**config.mk**
```make
export PLATFORM = sky130hd
export DESIGN_NAME = mux_n_to_1_arb
export DESIGN_NICKNAME = d
export VERILOG_FILES = /design/src/rtl/mux_n_to_1_arb.sv
export SDC_FILE = /design/constraint.sdc
export NUM_CORES = 1
export LEC_CHECK = 0
export CORE_MARGIN = 2
export CORE_UTILIZATION = 34
export CTS_CLUSTER_SIZE = 20
export DETAILED_ROUTE_END_ITERATION = 16
export HOLD_SLACK_MARGIN = 0.06
export PLACE_DENSITY = 0.89
export SYNTH_ARGS = -nofsm -noshare
export SYNTH_HDL_FRONTEND = slang
export SYNTH_SLANG_ARGS = --single-unit
```
**constraint.sdc**
```tcl
create_clock -name Clk -period 2.35 [get_ports Clk]
set_input_delay 0.47 -clock Clk [delete_from_list [all_inputs] [get_ports Clk]]
set_output_delay 0.47 -clock Clk [all_outputs]
set_load 0.03 [all_outputs]
```
**src/rtl/mux_n_to_1_arb.sv**
```systemverilog
// mux_n_to_1_arb: N-input registered selector with valid/ready handshake on every port.
// Define MUX_ROUND_ROBIN_EN to build round-robin arbitration (sel_mode = 1) and its pointer.
module mux_n_to_1_arb #(
    parameter int unsigned WIDTH = 32,
    parameter int unsigned N     = 4,
    parameter int unsigned SELW  = 2
) (
    input  logic               Clk,
    input  logic               Reset,
    input  logic [N*WIDTH-1:0] in_data,
    input  logic [N-1:0]       in_valid,
    output logic [N-1:0]       in_ready,
    input  logic               sel_mode,
    input  logic [SELW-1:0]    sel,
    output logic [WIDTH-1:0]   out_data,
    output logic [SELW-1:0]    out_src,
    output logic               out_valid,
    input  logic               out_ready
);

    logic [WIDTH-1:0] words [N];
    logic [WIDTH-1:0] out_data_q, out_data_d;
    logic [SELW-1:0]  out_src_q, out_src_d;
    logic             out_valid_q, out_valid_d;
    logic             load_en;
    logic             xfer;
    logic             fixed_vld;
    logic             grant_vld;
    logic [SELW-1:0]  grant_idx;

    always_comb begin
        for (int unsigned i = 0; i < N; i++) begin
            words[i] = in_data[i*WIDTH +: WIDTH];
        end
    end

    // A select wide enough only for valid indices never needs the range check.
    if ((1 << SELW) <= N) begin : g_sel_full
        assign fixed_vld = 1'b1;
    end else begin : g_sel_part
        assign fixed_vld = (sel < SELW'(N));
    end

`ifdef MUX_ROUND_ROBIN_EN
    logic [SELW-1:0] ptr_q, ptr_d;
    logic            rr_vld;
    logic [SELW-1:0] rr_idx;
    logic [SELW-1:0] rr_cand;

    always_comb begin
        rr_vld  = 1'b0;
        rr_idx  = '0;
        rr_cand = '0;
        for (int unsigned k = 0; k < N; k++) begin
            rr_cand = SELW'((int unsigned'(ptr_q) + k) % N);
            if (!rr_vld && in_valid[rr_cand]) begin
                rr_vld = 1'b1;
                rr_idx = rr_cand;
            end
        end
    end

    always_comb begin
        grant_vld = sel_mode ? rr_vld : fixed_vld;
        grant_idx = sel_mode ? rr_idx : sel;
    end

    always_comb begin
        ptr_d = ptr_q;
        if (xfer && sel_mode) begin
            ptr_d = (grant_idx == SELW'(N - 1)) ? '0 : grant_idx + 1'b1;
        end
    end

    always_ff @(posedge Clk or posedge Reset) begin
        if (Reset) begin
            ptr_q <= '0;
        end else begin
            ptr_q <= ptr_d;
        end
    end
`else
    logic unused_sel_mode;
    assign unused_sel_mode = sel_mode;

    always_comb begin
        grant_vld = fixed_vld;
        grant_idx = sel;
    end
`endif

    assign load_en = !out_valid_q || out_ready;
    assign xfer    = !Reset && load_en && grant_vld && in_valid[grant_idx];

    always_comb begin
        in_ready = '0;
        if (!Reset && load_en && grant_vld) begin
            in_ready[grant_idx] = 1'b1;
        end
    end

    // An empty load slot drops out_valid but keeps the last word and source visible.
    always_comb begin
        out_data_d  = out_data_q;
        out_src_d   = out_src_q;
        out_valid_d = out_valid_q;
        if (load_en) begin
            out_valid_d = xfer;
            if (xfer) begin
                out_data_d = words[grant_idx];
                out_src_d  = grant_idx;
            end
        end
    end

    always_ff @(posedge Clk or posedge Reset) begin
        if (Reset) begin
            out_data_q  <= '0;
            out_src_q   <= '0;
            out_valid_q <= 1'b0;
        end else begin
            out_data_q  <= out_data_d;
            out_src_q   <= out_src_d;
            out_valid_q <= out_valid_d;
        end
    end

    assign out_data  = out_data_q;
    assign out_src   = out_src_q;
    assign out_valid = out_valid_q;

endmodule

```
# ---- After elaboration in Yosys (flattened, before gate mapping)
# Cells that the tools add are included.
dict set report op_classes {
  magnitude_cmp 3
  muxes 8
  bitwise_logic 1
  reduce_logical 7
}
# operator count
set op_table {}
lappend op_table {{binary-select mux 32 bit (select 2 bit)} 1}
lappend op_table {{2-to-1 mux 32 bit} 2}
lappend op_table {{2-to-1 mux 4 bit} 1}
lappend op_table {{greater-or-equal comparator 3 bit, second input constant} 1}
lappend op_table {{logical AND 1 bit} 3}
lappend op_table {{less-than comparator 2 x 3 -> 1 bit, second input constant} 1}
lappend op_table {{inverter 2 -> 3 bit} 1}
lappend op_table {{binary-select mux 1 bit (select 2 bit)} 1}
lappend op_table {{demux 1 bit (select 2 bit)} 1}
lappend op_table {{greater-or-equal comparator 2 x 1 -> 1 bit, second input constant} 1}
lappend op_table {{zero test 1 bit} 2}
lappend op_table {{2-to-1 mux 1 bit} 2}
lappend op_table {{AND reduction 2 bit} 1}
lappend op_table {{logical OR 1 bit} 1}
dict set report totals {
  ff_bits 35
  input_bits 138
  out_inout_bits 39
  elab_cells 22
}

# ---- Depth between registers and ports, before layout
# Gate-level depths: netlist of run 1.
dict set report logic_depth {
  ltp_word 5
  depth_mapped 5
  ltp_nobuf 3
}

# ---- Worst setup path before layout of run 1
# No wires, ideal clock.
dict set report synth_timing {
  path_kind {input -> output}
  from {input Reset}
  to {output in_ready[0]}
  arrival_time_ps 2243
  required_ps 1880
  setup_slack_ps -363
  path_stages 3
  n_path_buf 0
  path_cell_list {inv_1 -> nand2_1 -> nor3_1}
}
dict set report synth_via {
  elab_chain_cells 3
}
# item line
set synth_lines {}
lappend synth_lines {{start: declaration} 9} ;# input logic Reset,
lappend synth_lines {{zero test 1 bit (no line)} --}
lappend synth_lines {{logical AND 1 bit} 97} ;# if (!Reset && load_en && grant_vld) begin
lappend synth_lines {{2-to-1 mux 4 bit} 97}
lappend synth_lines {{end: declaration} 12} ;# output logic [N-1:0] in_ready,
# No other way between the ends.

# ---- Worst setup path in the final report of run 1
dict set report layout_timing {
  from {input out_ready}
  to {output in_ready[3]}
}
dict set report layout_via {
  elab_chain_cells 3
}
# item line
set layout_lines {}
lappend layout_lines {{start: declaration} 18} ;# input logic out_ready
lappend layout_lines {{logical OR 1 bit} 92} ;# assign load_en = !out_valid_q || out_ready;
lappend layout_lines {{logical AND 1 bit} 97}
lappend layout_lines {{2-to-1 mux 4 bit} 97}
# No other way between the ends.

==> impl_metrics.tcl, run 1 <==
set metrics [dict create \
    outcome "finished clean" \
    routed_wl_um 6524 \
    rsz0062_at_grt "no" \
    die_y_um 86.38 \
    drt_iter0_drc 37 \
    layout_common_cells "clkdlybuf4s50_1, dfrtp_1, mux4_2" \
    hold_viol 0 \
    yosysWarningCount 0 \
    overflow 0 \
    cts_buffer_depth 2 \
    first_pass_iters 4 \
    num_vias 1927 \
    grt_pass1_wl_um 10210 \
    placed_area_um2 4133 \
    post-place-cells 381 \
    layout-drive-gt1-share_pct 29.32 \
    final_common_cell "clkdlybuf4s50_1" \
    slowest_stage "clkdlybuf4s50_1" \
    gp_congestion 0.7427 \
    syn_nets 266 \
    critical_path_peak_fanout 4 \
    worst_slack_ns 0.3260 \
    cp.arrival_ns 1.55 \
    finClkSkew_ns 0.001692 \
    synth_seq_cells 35 \
    critical_path.top_delay_family "buffers and inverters" \
    synth_area_per_cell_um2 18.03 \
    layout.nets 446 \
    endpoint "in_ready[3]" \
    r2r-start "out_valid$_DFFE_PP0P_" \
    cts_root_buf "clkbuf_8" \
    required_ns 1.88 \
    cp.depth 5 \
    syn_inst 128 \
    antenna_found_initial 0 \
    worst_pin_slew_ns 0.3713 \
    vdd_drop_max_mv 0.2991 \
    cp-startpoint "out_ready" \
    syn2layout_area_growth_pct 82.27 \
    cts_setup_buffers 0 \
    slew_viol_final 0 \
    placeableCoreArea_um2 6681 \
    place_ws_ns 0.1567 \
    power_leakage_nw 1.723 \
    ys_seq_area_share_pct 37.96 \
    clock-sinks 35 \
    antenna_left 0 \
    postLayoutCellArea_um2 4205 \
    min_path_type "register to register" \
    row_count 30 \
    period_share_pct 86.13 \
    cts_tree "yes" \
    p_per_area_nw_per_um2 636.6 \
    dp.final_hpwl_um 5408 \
    finalNonFillerCells 387 \
    n_antenna_cell 0 \
    wl_per_cell_um 16.86 \
    slew_headroom_pct 75.25 \
    setup_tns_ns 0 \
    rrSetupSlack_ns 1.00 \
    grt.total_usage_pct 17.90 \
    synth_cell_types 17 \
    io_pins 177 \
    min_period_ns 2.024 \
    max_freq_mhz 494.1 \
    path_clk_slew_ns 0.06 \
    clk_latency_ns 0.27 \
    grt_start_max_net_pins 23 \
    crit_type "primary input to primary output" \
    cts_hold_buf 0 \
    die_area_um2 7461 \
    n_fill_cell 497 \
    drc 0 \
    r2r_cells 5 \
    port_buffers 175 \
    finalSetupViolations 0 \
    start_kind "primary input" \
    min_from "out_data[4]$_DFFE_PP0P_" \
    worstPathCellList "clkdlybuf4s50_1 -> nand2b_1 -> nand2_1 -> nor3_1 -> buf_4" \
    maxCapViolCount 0 \
    initial_utilization_pct 34.53 \
    htreeDepth 2 \
    netlist_area_um2 2307 \
    viasPerCell 4.979 \
    ctsResizeCount 0 \
    cpPeakStageDelay_ns 0.46 \
    r2r_end "out_data[23]$_DFFE_PP0P_" \
    grt_pass1_vias 2191 \
    end_kind "primary output" \
    cp_num_buf_inv 2 \
    cts-buffers-inserted 5 \
    die_width_um 86.38 \
]
where the power goes:
part	internal, mW	switching [mW]
combinational	0.806	0.606
clock	0.197	0.196
sequential	0.773	0.0988
total	1.78	0.901
per-stage QoR:
| stage | utilization (%) | hold slack [ns] | power, mW |
|---|---|---|---|
| floorplan | - | 0.4449 | 1.650 |
| global placement | 61.85 | 0.4907 | 2.272 |
| detailed placement | 61.85 | 0.4949 | 2.303 |
| CTS | 62.94 | 0.5138 | 2.711 |
| global route | 62.94 | 0.5221 | 2.810 |
| finish | 62.94 | 0.5107 | 2.677 |
routing by layer:
layer | vias up | share of wire, % | wire, um | track usage, %
met5 | - | 0 | 0 | 0
met4 | 0 | 1.1 | 73 | 4.972
met3 | 8 | 8.9 | 578 | 6.286
met2 | 99 | 54 | 3531 | 33.08
met1 | 943 | 36 | 2340 | 19.22
li1 | 877 | - | - | -
worst register-to-register path, stage by stage (launching register included):
cell and delay, ns:
dfrtp_1 0.35, nand2b_1 0.09, buf_4 0.17, nand3_4 0.10
buf_12 0.18, mux2_2 0.36
logic make-up after synthesis:
logic type             after synthesis  synth area share [%]
and+or+nand+nor                      9                 2.441
buffers and inverters               14                 4.935
muxes                               68                 54.01
AOI/OAI and AO/OA                    2                0.6510
DFF                                 35                 37.96
cell type report:
type	count	area, um^2	share of cell area (%)
Clock buffer	6	72.57	1.726
Inverter	3	15.01	0.3570
Multi-Input combinational cell	79	1318	31.33
Sequential cell	35	875.8	20.83
Tap cell	80	100.1	2.380
Timing Repair Buffer	184	1824	43.38
cells in the mapped netlist, drive strengths merged:
cell | count | area share (%)
buf | 9 | 4.1
mux4 | 33 | 32
mux2 | 35 | 22
nand2 | 2 | 0.33
dfrtp | 35 | 38
nand3 | 2 | 0.98
nand2b | 1 | 0.27
nor3 | 4 | 0.87
o2bb2ai | 1 | 0.38
inv | 3 | 0.49
a31oi | 1 | 0.27
clkbuf | 2 | 0.33
registers in the layout, indices dropped and copies added, names as in the netlist:
name and cells:
out_data 32, out_src 2, out_valid 1
how the worst min path moves through the flow:
stage	cells after the start	slack (ns)	to
2_1_floorplan	1	0.44	out_data[0]$_DFFE_PP0P_
3_3_place_gp	1	0.49	out_data[23]$_DFFE_PP0P_
6_report	1	0.51	out_data[4]$_DFFE_PP0P_
4_1_cts	1	0.51	out_src[1]$_DFFE_PP0P_
5_1_grt	1	0.52	out_data[4]$_DFFE_PP0P_
3_5_place_dp	1	0.49	out_data[5]$_DFFE_PP0P_
(Power assumes the default switching activity.)
==> run 2: changes to the inputs <==
--- a/config.mk
+++ b/config.mk
@@ -5,12 +5,16 @@
 export SDC_FILE = /design/constraint.sdc
 export NUM_CORES = 1
 export LEC_CHECK = 0
+export CELL_PAD_IN_SITES_DETAIL_PLACEMENT = 1
+export CELL_PAD_IN_SITES_GLOBAL_PLACEMENT = 1
+export CORE_ASPECT_RATIO = 0.6
 export CORE_MARGIN = 2
-export CORE_UTILIZATION = 34
+export CORE_UTILIZATION = 25
 export CTS_CLUSTER_SIZE = 20
 export DETAILED_ROUTE_END_ITERATION = 16
 export HOLD_SLACK_MARGIN = 0.06
-export PLACE_DENSITY = 0.89
+export MAX_ROUTING_LAYER = met4
+export PLACE_DENSITY = 0.88
 export SYNTH_ARGS = -nofsm -noshare
 export SYNTH_HDL_FRONTEND = slang
 export SYNTH_SLANG_ARGS = --single-unit
==> run 2 against run 1 <==
Effect of this change: wire length is 19% higher; sequential power hardly changed; combinational power hardly changed; final cell count is 10% higher; critical path depth stayed put; power is 12% higher; global-route usage is 1.7 points lower; critical path type unchanged.
==> impl_metrics.tcl, run 2 (synthesized netlist as in run 1, its figures left out) <==
set metrics [dict create \
    clk_latency_ns 0.27 \
    drc 0 \
    finalNonFillerCells 427 \
    initial_utilization_pct 25.48 \
    post-place-cells 419 \
    die_area_um2 10040 \
    cts_buffer_depth 2 \
    n_antenna_cell 0 \
    row_count 27 \
    dp.final_hpwl_um 6455 \
    holdPathStages 1 \
    min_period_ns 2.049 \
    path_clk_slew_ns 0.05 \
    cp.arrival_ns 1.58 \
    critical_path_peak_fanout 4 \
    cts_setup_buffers 0 \
    required_ns 1.88 \
    routed_wl_um 7763 \
    io_pins 177 \
    cp_num_buf_inv 3 \
    min_from "out_data[25]$_DFFE_PP0P_" \
    clock-sinks 35 \
    syn2layout_area_growth_pct 88.50 \
    outcome "finished clean" \
    antenna_left 0 \
    r2r_end "out_data[16]$_DFFE_PP0P_" \
    viasPerCell 4.663 \
    grt_pass1_wl_um 12080 \
    placeableCoreArea_um2 9054 \
    worst_slack_ns 0.3010 \
    start_kind "primary input" \
    hold_viol 0 \
    die_y_um 78.42 \
    overflow 0 \
    total_power_mw 2.990 \
    cts-buffers-inserted 5 \
    r2r_cells 5 \
    gp_congestion 0.6586 \
    cpPeakStageDelay_ns 0.51 \
    min_path_type "register to register" \
    end_kind "primary output" \
    worst_pin_slew_ns 0.3998 \
    slew_headroom_pct 73.34 \
    rsz0062_at_grt "no" \
    antenna_found_initial 0 \
    grt.total_usage_pct 16.15 \
    power_leakage_nw 1.772 \
    cts_tree "yes" \
    drt_iter0_drc 22 \
    wl_per_cell_um 18.18 \
    final_common_cell "clkdlybuf4s50_1" \
    fin_hold_ws_ns 0.5087 \
    place_ws_ns 0.1223 \
    rrSetupSlack_ns 0.97 \
    r2r-start "out_valid$_DFFE_PP0P_" \
    htreeDepth 2 \
    largest_register_ff_count 32 \
    critical_path.top_delay_family "buffers and inverters" \
    slowest_stage "clkdlybuf4s50_1" \
    grt_start_max_net_pins 27 \
    layout.nets 448 \
    layout-drive-gt1-share_pct 30.23 \
    die_width_um 128.0 \
    port_buffers 175 \
    crit_type "primary input to primary output" \
    layout_common_cells "clkdlybuf4s50_1, dfrtp_1, mux4_2" \
    cts_hold_buf 0 \
    maxCapViolCount 0 \
    num_vias 1991 \
    ctsResizeCount 0 \
    first_pass_iters 4 \
    p_per_area_nw_per_um2 687.6 \
    vdd_drop_max_mv 0.2748 \
    cts_root_buf "clkbuf_16" \
    worstPathCellList "clkdlybuf4s50_1 -> clkinvlp_4 -> nand2_1 -> nor3_1 -> buf_4" \
    period_share_pct 87.19 \
    slew_viol_final 0 \
    hold_end "out_data[25]$_DFFE_PP0P_" \
    setup_tns_ns 0 \
    finalSetupViolations 0 \
    grt_pass1_vias 2366 \
    max_freq_mhz 488.0 \
    finClkSkew_ns 0.001540 \
]
[run 2: worst max-delay path by stage]
stage                startpoint                       end  slack [ns]  cells after the start
detailed placement  in_valid[3]  out_data[17]$_DFFE_PP0P_        0.12                      5
global route              Reset               in_ready[1]        0.25                      5
global placement    in_valid[3]   out_data[4]$_DFFE_PP0P_        0.16                      5
CTS                       Reset               in_ready[1]        0.28                      5
floorplan                 Reset               in_ready[0]        0.10                      3
finish                    Reset               in_ready[1]        0.30                      5
[run 2: area by class of cell]
type / count / area (um^2)
sequential: 35 / 875.8
inverter: 3 / 15.01
fill: 918 / 4705
clock buffer: 8 / 156.4
tap: 116 / 145.1
multi-input combinational: 79 / 1318
timing repair buffer: 186 / 1839
[run 2: where the power goes]
group | switching [mW] | internal (mW)
registers | 0.0980 | 0.774
clock network | 0.231 | 0.451
logic | 0.627 | 0.810
[run 2: metal layers]
layer / part of all wire (%) / GRT usage [%] / routed length, um / up-vias
li1: - / - / - / 883
met4: 0.94 / 2.967 / 73 / 0
met5: 0 / - / 0 / -
met3: 9.7 / 5.317 / 754 / 4
met1: 37 / 17.31 / 2860 / 999
met2: 52 / 29.63 / 4074 / 105
[run 2: per-stage QoR]
step / util, % / instance area (um^2)
3_3_place_gp: 46.31 / 4193
3_5_place_dp: 46.31 / 4193
5_1_grt: 48.04 / 4349
6_report: 48.04 / 4349
2_1_floorplan: - / 2311
4_1_cts: 48.04 / 4349
